[src/rtl/mac_tile_dual.sv]
// ============================================================================
// Module   : mac_tile_dual
// Brief    : Dual-dataflow (WS/OS) systolic MAC processing element.
// Revision : 1.0
// ============================================================================
`default_nettype none

module mac_tile_dual #(
  parameter int bw         = 4,
  parameter int psum_bw    = 16,
  parameter int act_signed = 0,
  parameter int sat_en     = 1
) (
  input  logic               clk,
  input  logic               reset,
  input  logic               mode,
  input  logic [bw-1:0]      in_w,
  output logic [bw-1:0]      out_e,
  input  logic [2:0]         inst_w,
  output logic [2:0]         inst_e,
  input  logic [psum_bw-1:0] in_n,
  output logic [psum_bw-1:0] out_s
);

  localparam logic [psum_bw-1:0] c_max = {1'b0, {(psum_bw-1){1'b1}}};
  localparam logic [psum_bw-1:0] c_min = {1'b1, {(psum_bw-1){1'b0}}};

  logic [bw-1:0]      r_a;
  logic [bw-1:0]      r_b;
  logic [psum_bw-1:0] r_c;
  logic [psum_bw-1:0] r_acc;
  logic [psum_bw-1:0] r_out_s;
  logic [2:0]         r_inst;
  logic               r_load_ready;
  logic               r_drain_first;
  logic               r_valid;
  logic               r_mode;

  logic signed [psum_bw-1:0] w_a_ext;
  logic signed [psum_bw-1:0] w_b_ext;
  logic signed [psum_bw-1:0] w_prod;
  logic signed [psum_bw:0]   w_sum;
  logic [psum_bw-1:0]        w_acc_next;
  logic [psum_bw-1:0]        w_w_sext;
  logic                      w_a_load;

  assign w_a_ext = (act_signed != 0) ? {{(psum_bw-bw){r_a[bw-1]}}, r_a}
                                     : {{(psum_bw-bw){1'b0}}, r_a};
  assign w_b_ext = {{(psum_bw-bw){r_b[bw-1]}}, r_b};
  assign w_prod  = w_a_ext * w_b_ext;

  // One extra bit exposes signed overflow of the OS accumulate.
  assign w_sum = {r_acc[psum_bw-1], r_acc} + {w_prod[psum_bw-1], w_prod};

  always_comb begin
    w_acc_next = r_acc;
    if (r_valid) begin
      if ((sat_en != 0) && (w_sum[psum_bw] != w_sum[psum_bw-1]))
        w_acc_next = w_sum[psum_bw] ? c_min : c_max;
      else
        w_acc_next = w_sum[psum_bw-1:0];
    end
  end

  assign w_w_sext = {{(psum_bw-bw){in_n[bw-1]}}, in_n[bw-1:0]};
  // In OS a drain suppresses any concurrent execute, including the activation capture.
  assign w_a_load = (inst_w[0] | inst_w[1]) & ~(mode & inst_w[2]);

  always_ff @(posedge clk) begin
    if (reset) begin
      r_a           <= '0;
      r_b           <= '0;
      r_c           <= '0;
      r_acc         <= '0;
      r_out_s       <= '0;
      r_inst        <= '0;
      r_load_ready  <= 1'b1;
      r_drain_first <= 1'b1;
      r_valid       <= 1'b0;
      r_mode        <= mode;
    end else begin
      r_mode    <= mode;
      r_inst[1] <= inst_w[1];
      r_inst[2] <= inst_w[2];
      if (w_a_load)
        r_a <= in_w;

      if (mode != r_mode) begin
        r_acc     <= '0;
        r_c       <= '0;
        r_valid   <= 1'b0;
        r_inst[0] <= 1'b0;
      end else if (!mode) begin
        r_c       <= in_n;
        r_valid   <= 1'b0;
        r_inst[0] <= r_load_ready ? 1'b0 : inst_w[0];
        if (inst_w[2]) begin
          r_load_ready <= 1'b1;
        end else if (inst_w[0] && r_load_ready) begin
          r_b          <= in_w;
          r_load_ready <= 1'b0;
        end
      end else begin
        r_inst[0] <= 1'b0;
        r_valid   <= inst_w[1] & ~inst_w[2];
        if (inst_w[2]) begin
          if (r_drain_first) begin
            r_out_s       <= w_acc_next;
            r_acc         <= '0;
            r_drain_first <= 1'b0;
          end else begin
            r_out_s <= in_n;
            r_acc   <= w_acc_next;
          end
        end else begin
          r_drain_first <= 1'b1;
          r_acc         <= w_acc_next;
          if (inst_w[1]) begin
            r_b     <= in_n[bw-1:0];
            r_out_s <= w_w_sext;
          end
        end
      end
    end
  end

  assign out_e  = r_a;
  assign inst_e = r_inst;
  assign out_s  = r_mode ? r_out_s : (w_prod + r_c);

endmodule

`default_nettype wire
[config.mk]
export PLATFORM = sky130hd
export DESIGN_NAME = mac_tile_dual
export DESIGN_NICKNAME = d
export VERILOG_FILES = /design/src/rtl/mac_tile_dual.sv
export SDC_FILE = /design/constraint.sdc
export NUM_CORES = 1
export LEC_CHECK = 0
export CAP_MARGIN = 20
export CORE_ASPECT_RATIO = 1.25
export CORE_MARGIN = 2
export CORE_UTILIZATION = 50
export DETAILED_ROUTE_END_ITERATION = 7
export DONT_BUFFER_PORTS = 1
export GPL_TIMING_DRIVEN = 1
export PLACE_DENSITY_LB_ADDON = 0.2
export SETUP_SLACK_MARGIN = 0.1
export SYNTH_ARGS = -nofsm -noshare
export SYNTH_HDL_FRONTEND = slang
export SYNTH_SLANG_ARGS = --single-unit
export TNS_END_PERCENT = 100
[constraint.sdc]
create_clock -name clk -period 13.8 [get_ports clk]
set_input_delay 2.07 -clock clk [delete_from_list [all_inputs] [get_ports clk]]
set_output_delay 2.07 -clock clk [all_outputs]
set_load 0.05 [all_outputs]
==> results.ini, run 1 <==
[pwr]
power_frac_seq_pct=37.8
p_leak_nw=2.24
p_int_mw=0.371
peakVddDrop_mv=0.0453
switching_share_pct=29.8
combPwrFrac_pct=18.3
power_density_nw_per_um2=102
clockPowerShare_pct=43.9
power_mw=0.530
p_sw_mw=0.158

[cts]
cts_made_buffers=9
cts_resized=0
clkTransAtPathRegs_ps=60
clock_latency_ps=340
cts-root-buf=clkbuf_16
cts_tree=built
hold_buffers=0
clockBufferDepth=2
cts.sinks=63
post_cts_buffers=0
h-tree-depth=3

[synthesis]
seq_area_frac_synth_pct=26.4
async_flop_share_pct=0
synthDistinctLibCells=62
yosys_register_bits=63
synth_cells=581
synth.most_common_cell=dfxtp_1
syn_nets=663
yosysTopAreaCellShare_pct=26.4
yosys.area.top_type=dfxtp_1
synthFlopType=dfxtp_1
netlist_top_cells_area=dfxtp_1 26%, ha_1 13%, a21oi_1 4.5%
synthesis.area_um2=4780
yosysWarningCount=0
synth_edf_count=0
synth_commonest_cells=63 x dfxtp_1, 53 x nand2_1, 49 x ha_1
avgSynthCellArea_um2=8.23

[route]
drcViolationCount=0
dr.first_iter.drc_count=257
drt_first_pass_iters=5
wl_um=12700
ant_nets=0
routedWlPerCell_um=18.0
num_vias=4262
viasPerCell=6.05

[floorplan]
ios=49
rows=39
start_util_pct=51.9
die_h_um=113
dieArea_um2=10400
core_region_area_um2=9220
die_x_um=91.5

[global_routing]
grt_pass1_wl_um=20700
grt_use_met1_pct=31.1
grt_antenna_before_repair=0
busiest_layer=met2
grt-ovfl-total=0
grt.total_usage_pct=25.2
grt_max_degree=34
grtUsageMet3_pct=4.13
grt_pass1_vias=4184
grt_util_met2_pct=44.4

[sta]
finalHoldViolations=0
max_freq_mhz=116
finClkSkew_ps=4.37
tightest_slew_ps=1060
setup_viol=0
rsz0062_at_grt=no
fin_hold_ws_ps=451
relSlewSlack_pct=29.1
period_share_pct=62.3
period_needed_ps=8600
setup_tns_ps=0
drv_slew=0

[placement]
placed_cell_area_um2=4900
gp_congestion=0.974
hpwl_um=9690
port_buffers=0

[finish]
post-route-util_pct=56.5
area.growth.synth_to_final_pct=8.89
diodes=0
finalInstanceArea_um2=5210
drive_gt1_share_pct=7.39
fin_nets=659

[critical_path]
crit_chain=nand2_1 > fa_1 > fa_1 > fa_1 > inv_1 > ha_1 > a21o_1 > a21oi_1 > o21bai_1 > a21oi_1 > xnor2_1 > buf_4 > ha_1 > and3_1 > a2111oi_0 > o21bai_1 > a21oi_1 > xor2_1 > o21ai_1
cpPeakStageDelay_ps=740
cp_max_fo=16
cp.arrival_ps=6530
critPathLaunchType=flip-flop
end_kind=primary output
crit_type=flip-flop to primary output
cp_data_required_time_ps=11730
crit_slowest_cell=o21ai_1

[job]
cap_violations=0

[hold_path]
hold_path.class=flip-flop to flip-flop

[outcome]
status=finished clean

[area by class of cell]
type / instances / area [µm²]
Clock buffer: 11 / 253
Inverter: 25 / 93.8
Timing Repair Buffer: 7 / 52.6
Clock inverter: 5 / 56.3
Sequential cell: 63 / 1260
Tap cell: 123 / 154
Fill cell: 822 / 4010
Multi-Input combinational cell: 471 / 3340
[registers in the layout, indices dropped and copies added, names as in the netlist]
register	flops
inst_e	3
out_e	4
r_acc	16
r_b	4
r_c	16
r_drain_first	1
r_load_ready	1
r_mode	1
r_out_s	16
r_valid	1
[stage by stage]
| step | worst slack [ps] | instances |
|---|---|---|
| after floorplan | 5420 | 581 |
| final | 5200 | 705 |
| after detailed placement | 5570 | 689 |
| after global routing | 4850 | 705 |
| after global placement | 5680 | 689 |
| after CTS | 5190 | 705 |
[worst max-delay path, delay by kind of cell (launching register included)]
kind,cells,cell delay (ps)
buf+inv,2,300
fa+ha+maj,5,2120
compound gates,8,2450
flops,1,710
simple gates,2,380
xor+xnor,2,210
[cells in the final DEF, fill, tap and decap left out, types with 12 or more instances in the layout]
cell type  synthesis  layout
nand2_1           53      53
a211oi_1          12      12
xnor2_1           16      16
o21ai_1           10      22
mux2i_1           12      12
nand3_1           12      12
ha_1              49      49
dfxtp_1           63      63
o21ai_0           43      31
a21o_1            13      13
inv_1             23      23
a22o_1            20      20
a21oi_1           43      43
nor2_1            44      44
[path summary, 6_finish.rpt]
path | startpoint | end | slack [ps] | cells after the start
setup / recovery | out_e[1]$_SDFFE_PP0P_ | out_s[13] | 5200 | 19
hold / removal | r_out_s[15]$_SDFFE_PP0P_ | r_out_s[15]$_SDFFE_PP0P_ | 450 | 2
setup reg to reg | out_e[1]$_SDFFE_PP0P_ | r_out_s[12]$_SDFFE_PP0P_ | 7530 | 21
hold reg to reg | r_out_s[15]$_SDFFE_PP0P_ | r_out_s[15]$_SDFFE_PP0P_ | 450 | 2
[per-layer routing]
| layer | share of wire, % | wire length [µm] |
|---|---|---|
| met4 | 1.5 | 195 |
| met2 | 49 | 6270 |
| met3 | 4.7 | 601 |
| met5 | 0 | 0 |
| met1 | 44 | 5650 |
[kinds of logic (layout without fill, tap and decap cells)]
group / Yosys count / count (layout) / synth area share (%)
AOI/OAI and AO/OA: 194 / 194 / 26.9
xor gates and xnor gates: 26 / 26 / 4.76
adders and majority gates: 64 / 64 / 17.5
buffers and inverters: 47 / 48 / 3.95
DFF: 63 / 63 / 26.4
muxes: 15 / 15 / 3.22
and+or+nand+nor: 172 / 172 / 17.3
[power groups by stage]
stage	Clock, mW	Sequential (mW)	Combinational, mW
after floorplan	0	0.202	0.0797
after global placement	0	0.203	0.0941
after detailed placement	0	0.204	0.0959
after CTS	0.234	0.200	0.0969
after global routing	0.242	0.201	0.106
final	0.232	0.200	0.0971
(Power assumes the default switching activity.)
==> inputs of run 2 (changes only) <==
- clock period: 13.8 -> 8.5 ns (I/O delays scaled with it)
==> run 2 against run 1 <==
  * Combinational power rose by 63%
  * Design area is essentially flat
  * Highest routed layer unchanged
  * Via count about the same
  * Global-route usage fell by 0.077 points
==> results.ini, run 2 (synthesized netlist as in run 1, its figures left out) <==
[global_routing]
grt_antenna_before_repair=0  ; unchanged
grt_pass1_vias=4058  ; was 4184
grt.total_usage_pct=25.1  ; was 25.2%
grt_pass1_wl_um=20600  ; was 20700 µm
grt-ovfl-total=0  ; unchanged
grt_max_degree=34  ; unchanged

[cts]
cts_resized=0  ; unchanged
clock_latency_ps=340  ; about the same
clkTransAtPathRegs_ps=50  ; was 60 ps
cts_made_buffers=9  ; unchanged
post_cts_buffers=0  ; unchanged
cts_tree=built  ; unchanged
clockBufferDepth=2  ; unchanged
cts.sinks=63  ; unchanged
hold_buffers=0  ; unchanged
h-tree-depth=3  ; unchanged
cts-root-buf=clkbuf_16  ; unchanged

[sta]
max_freq_mhz=131
tightest_slew_ps=1070  ; was 1060 ps
finalHoldViolations=0  ; unchanged
rsz0062_at_grt=no  ; unchanged
drv_slew=0  ; unchanged
period_share_pct=89.5
setup_tns_ps=0  ; unchanged
relSlewSlack_pct=28.1  ; was 29.1%
finClkSkew_ps=5.33  ; was 4.37 ps
period_needed_ps=7610
setup_viol=0  ; unchanged

[floorplan]
die_x_um=91.5  ; unchanged
ios=49  ; unchanged
rows=39  ; unchanged
start_util_pct=51.9  ; unchanged
die_h_um=113  ; unchanged
dieArea_um2=10400  ; unchanged
core_region_area_um2=9220  ; unchanged

[pwr]
peakVddDrop_mv=0.0927  ; was 0.0453 mV
power_mw=0.851  ; was 0.530 mW
p_leak_nw=2.25  ; was 2.24 nW
power_density_nw_per_um2=163  ; was 102 nW/µm²

[critical_path]
crit_type=flip-flop to primary output  ; unchanged
crit_slowest_cell=dfxtp_1  ; was o21ai_1
crit_chain=nand2_1 > fa_1 > fa_1 > fa_1 > inv_1 > ha_1 > a21o_1 > a21oi_1 > o21bai_1 > a21oi_1 > xnor2_1 > buf_4 > ha_1 > and3_1 > a2111oi_0 > o21ai_0 > a31oi_1 > xnor2_1 > mux2_2  ; was nand2_1 > fa_1 > fa_1 > fa_1 > inv_1 > ha_1 > a21o_1 > a21oi_1 > o21bai_1 > a21oi_1 > xnor2_1 > buf_4 > ha_1 > and3_1 > a2111oi_0 > o21bai_1 > a21oi_1 > xor2_1 > o21ai_1
cp_data_required_time_ps=7220  ; was 11730 ps
cp_max_fo=16  ; unchanged
critPathLaunchType=flip-flop  ; unchanged
end_kind=primary output  ; unchanged
cp_common_cell=fa_1
ff2ff_setup_slack_ps=2230  ; was 7530 ps
cp.arrival_ps=6340  ; was 6530 ps
cpPeakStageDelay_ps=720  ; was 740 ps
ff2ff_path_depth=21  ; unchanged

[route]
route.met2.wl_um=6260  ; was 6270 µm
met3_wirelength_um=658  ; was 601 µm
wl_met1_um=5530  ; was 5650 µm
ant_nets=0  ; unchanged
drt_first_pass_iters=5  ; unchanged
num_vias=4266  ; was 4262
wl_um=12600  ; was 12700 µm
routed.top_layer=met4  ; unchanged
drcViolationCount=0  ; unchanged
viasPerCell=6.03  ; was 6.05
dr.first_iter.drc_count=208  ; was 257
routedWlPerCell_um=17.9  ; was 18.0 µm

[placement]
gp_congestion=0.922  ; was 0.974
port_buffers=0  ; unchanged
hpwl_um=9640  ; was 9690 µm

[hold_path]
hold_path.class=flip-flop to flip-flop  ; unchanged
min_path_cells=2  ; unchanged

[finish]
reg_top3=r_acc (16), r_c (16), r_out_s (16)  ; unchanged
fillCellCount=826  ; was 822
area.growth.synth_to_final_pct=9.00  ; was 8.89%
diodes=0  ; unchanged
drive_gt1_share_pct=7.71  ; was 7.39%
layout.cells.most_common_list=63 x dfxtp_1, 53 x nand2_1, 49 x ha_1, 44 x nor2_1, 43 x a21oi_1  ; unchanged
final_common_cell=dfxtp_1  ; unchanged
fin_nets=661  ; was 659

[outcome]
status=finished clean  ; unchanged

[job]
cap_violations=0  ; unchanged

run 2: changes by cell type in the layout (fill, tap and decap cells not counted):
| cell | delta |
|---|---|
| buf_4 | +2 |
| clkbuf_8 | -1 |
| clkinv_2 | +1 |
| clkinv_4 | -1 |
| clkinvlp_4 | +1 |
run 2: layout make-up:
cell class	instances	area [µm²]	share of cell area, %
tap	123	154	2.95
sequential	63	1260	24.2
clock inverter	6	60.1	1.15
timing repair buffer	9	67.6	1.30
clock buffer	10	239	4.58
inverter	25	93.8	1.80
multi-input combinational	471	3340	64.0
run 2: layer usage:
| metal | track usage [%] | vias to the layer above |
|---|---|---|
| li1 | - | 2130 |
| met1 | 31.6 | 2018 |
| met2 | 43.3 | 102 |
| met3 | 5.73 | 16 |
| met4 | 6.46 | 0 |
| met5 | 0 | - |
run 2: metrics by stage:
stage	instances	util [%]	area, µm²	setup WS [ps]	hold slack, ps
final	707	56.5	5210	889	446
after global routing	707	56.5	5210	372	481
after CTS	707	56.5	5210	893	448
after detailed placement	691	53.3	4910	1280	439
after global placement	691	53.3	4910	1370	435
after floorplan	581	-	4780	910	428
run 2: critical path: cells and delay by family (launching register included):
family,cells,cell delay [ps]
buffers and inverters,2,320
XOR/XNOR,2,290
adder cells (fa/ha/maj),5,2110
flip-flops,1,720
AND/OR/NAND/NOR,2,380
multiplexers,1,340
AO/OA/AOI/OAI,7,1830
run 2: path summary, 6_finish.rpt:
| path | from | endpoint |
|---|---|---|
| hold reg to reg | r_out_s[15]$_SDFFE_PP0P_ | r_out_s[15]$_SDFFE_PP0P_ |
| hold / removal | r_out_s[15]$_SDFFE_PP0P_ | r_out_s[15]$_SDFFE_PP0P_ |
| setup reg to reg | out_e[1]$_SDFFE_PP0P_ | r_out_s[12]$_SDFFE_PP0P_ |
| setup / recovery | out_e[1]$_SDFFE_PP0P_ | out_s[15] |
run 2: where the power goes:
part | switching [mW] | internal [mW] | total (mW)
Clock | 0.135 | 0.233 | 0.368
Sequential | 0.0164 | 0.308 | 0.325
Combinational | 0.105 | 0.0539 | 0.158
==> inputs of run 3 (changes only) <==
- CAP_MARGIN: 20 -> unset
- CORE_MARGIN: 2 -> unset
==> run 3 against run 2 <==
  * First-iteration DRC count up 35%
  * Via count up 0.94%
  * Largest cell class unchanged
  * Cell count stayed put
  * Design area grew 0.22%
==> results.ini, run 3 (synthesized netlist as in run 1, its figures left out) <==
[cts]
h-tree-depth=3  ; unchanged
cts.sinks=63  ; unchanged
cts_resized=0  ; unchanged
cts_tree=built  ; unchanged
cts_made_buffers=9  ; unchanged
post_cts_buffers=0  ; unchanged
hold_buffers=0  ; unchanged
clock_latency_ps=340  ; about the same
clockBufferDepth=2  ; unchanged
clkTransAtPathRegs_ps=50  ; about the same
cts-root-buf=clkbuf_16  ; unchanged

[global_routing]
grt_pass1_wl_um=20200  ; was 20600 µm
grt_max_degree=34  ; unchanged
grt_pass1_vias=4125  ; was 4058
grt-ovfl-total=0  ; unchanged
grt.total_usage_pct=26.4  ; was 25.1%
grt_antenna_before_repair=0  ; unchanged

[finish]
final_common_cell=dfxtp_1  ; unchanged
diodes=0  ; unchanged
reg_top3=r_acc (16), r_c (16), r_out_s (16)  ; unchanged
layout.cells.most_common_list=63 x dfxtp_1, 53 x nand2_1, 49 x ha_1, 44 x nor2_1, 43 x a21oi_1  ; unchanged
multi_input_area_um2=3340  ; unchanged
fillCellCount=832  ; was 826
fin_cells=707  ; unchanged
drive_gt1_share_pct=7.53  ; was 7.71%
ff_latch_area_um2=1260  ; unchanged
area.growth.synth_to_final_pct=9.23  ; was 9.00%
post-route-util_pct=56.7  ; was 56.5%
fin_nets=661  ; unchanged

[sta]
setup_viol=0  ; unchanged
tightest_slew_ps=1040  ; was 1070 ps
setup_tns_ps=0  ; unchanged
finalHoldViolations=0  ; unchanged
rsz0062_at_grt=no  ; unchanged
period_share_pct=89.7  ; was 89.5%
max_freq_mhz=131  ; about the same
fin_hold_ws_ps=457  ; was 446 ps
finClkSkew_ps=5.65  ; was 5.33 ps
drv_slew=0  ; unchanged
fin_ws_ps=874  ; was 889 ps
relSlewSlack_pct=30.0  ; was 28.1%
period_needed_ps=7630  ; was 7610 ps

[floorplan]
core_region_area_um2=9220  ; unchanged
ios=49  ; unchanged
rows=39  ; unchanged
die_h_um=111  ; was 113 µm
start_util_pct=51.9  ; unchanged
dieArea_um2=9960  ; was 10400 µm²
die_x_um=89.5  ; was 91.5 µm

[pwr]
p_sw_mw=0.249  ; was 0.256 mW
p_int_mw=0.612  ; was 0.595 mW
switching_share_pct=28.9  ; was 30.0%
power_frac_seq_pct=37.8  ; was 38.2%
clockPowerShare_pct=43.8  ; was 43.2%
p_leak_nw=2.26  ; was 2.25 nW
combPwrFrac_pct=18.5  ; was 18.6%
power_density_nw_per_um2=165  ; was 163 nW/µm²
peakVddDrop_mv=0.109  ; was 0.0927 mV

[critical_path]
crit_type=flip-flop to primary output  ; unchanged
cp_max_fo=16  ; unchanged
critPathLaunchType=flip-flop  ; unchanged
end_kind=primary output  ; unchanged
r2r-end=r_out_s[12]$_SDFFE_PP0P_  ; unchanged
reg2reg_from=out_e[1]$_SDFFE_PP0P_  ; unchanged
cp.arrival_ps=6350  ; was 6340 ps
critPathLaunch=out_e[1]$_SDFFE_PP0P_  ; unchanged
ff2ff_setup_slack_ps=2110  ; was 2230 ps
crit_end=out_s[15]  ; unchanged
ff2ff_path_depth=21  ; unchanged
cp_data_required_time_ps=7220  ; about the same

[job]
cap_violations=0  ; unchanged

[placement]
hpwl_um=9680  ; was 9640 µm
gp_congestion=0.939  ; was 0.922
port_buffers=0  ; unchanged
pre_cts_ws_ps=1280  ; about the same
dpl.cell_count=691  ; unchanged

[route]
drt_first_pass_iters=5  ; unchanged
met3_wirelength_um=750  ; was 658 µm
ant_nets=0  ; unchanged
wl_um=12600  ; about the same
num_vias=4306  ; was 4266
wl_met1_um=5470  ; was 5530 µm
routedWlPerCell_um=17.8  ; was 17.9 µm
drcViolationCount=0  ; unchanged
routed.top_layer=met4  ; unchanged
viasPerCell=6.09  ; was 6.03
dr.first_iter.drc_count=280  ; was 208
route.met2.wl_um=6040  ; was 6260 µm

[outcome]
status=finished clean  ; unchanged

[hold_path]
hold_path.class=flip-flop to flip-flop  ; unchanged

## run 3: changes by cell type in the layout (fill, tap and decap cells not counted)
cell        delta
clkbuf_8       +2
clkinvlp_4     -2
clkbuf_1       +1
clkinv_2       -1
## run 3: final cells by class
type | instances | area share [%]
multi-input cells | 471 | 63.9
clock buffers | 13 | 5.17
inverters | 25 | 1.80
flip-flops and latches | 63 | 24.1
well taps | 123 | 2.95
clock inverters | 3 | 0.766
repair buffers | 9 | 1.29
## run 3: stage by stage
step,power (mW),instance area (µm²)
2_1_floorplan,0.457,4780
3_5_place_dp,0.488,4910
4_1_cts,0.863,5230
3_3_place_gp,0.485,4910
6_report,0.861,5230
5_1_grt,0.891,5230
## run 3: worst min-delay path by stage
stage / startpoint / end / slack, ps / cells past startpoint
final: r_out_s[15]$_SDFFE_PP0P_ / r_out_s[15]$_SDFFE_PP0P_ / 460 / 2
after global routing: r_out_s[15]$_SDFFE_PP0P_ / r_out_s[15]$_SDFFE_PP0P_ / 480 / 2
after CTS: r_out_s[15]$_SDFFE_PP0P_ / r_out_s[15]$_SDFFE_PP0P_ / 460 / 2
after detailed placement: r_out_s[15]$_SDFFE_PP0P_ / r_out_s[15]$_SDFFE_PP0P_ / 450 / 2
after global placement: r_out_s[15]$_SDFFE_PP0P_ / r_out_s[15]$_SDFFE_PP0P_ / 440 / 2
after floorplan: r_out_s[15]$_SDFFE_PP0P_ / r_out_s[15]$_SDFFE_PP0P_ / 430 / 2
## run 3: power by group through the flow
| stage | sequential (mW) | combinational [mW] | clock (mW) |
|---|---|---|---|
| final | 0.325 | 0.159 | 0.377 |
| after floorplan | 0.328 | 0.129 | 0 |
| after global routing | 0.326 | 0.174 | 0.392 |
| after detailed placement | 0.331 | 0.157 | 0 |
| after global placement | 0.330 | 0.154 | 0 |
| after CTS | 0.325 | 0.158 | 0.380 |
## run 3: per-layer routing
metal  track usage, %  vias to the layer above
met3             6.23                       25
met2             43.2                      127
met5                0                        -
li1                 -                     2127
met4             12.2                        0
met1             32.4                     2027
## run 3: critical path: stages, from the launching register on
cell and delay, ps:
dfxtp_1 720, nand2_1 160, fa_1 510, fa_1 530, fa_1 530, inv_1 50, ha_1 210, a21o_1 180
a21oi_1 210, o21bai_1 90, a21oi_1 180, xnor2_1 140, buf_4 270, ha_1 350, and3_1 220, a2111oi_0 680
o21ai_0 230, a31oi_1 250, xnor2_1 140, mux2_2 340
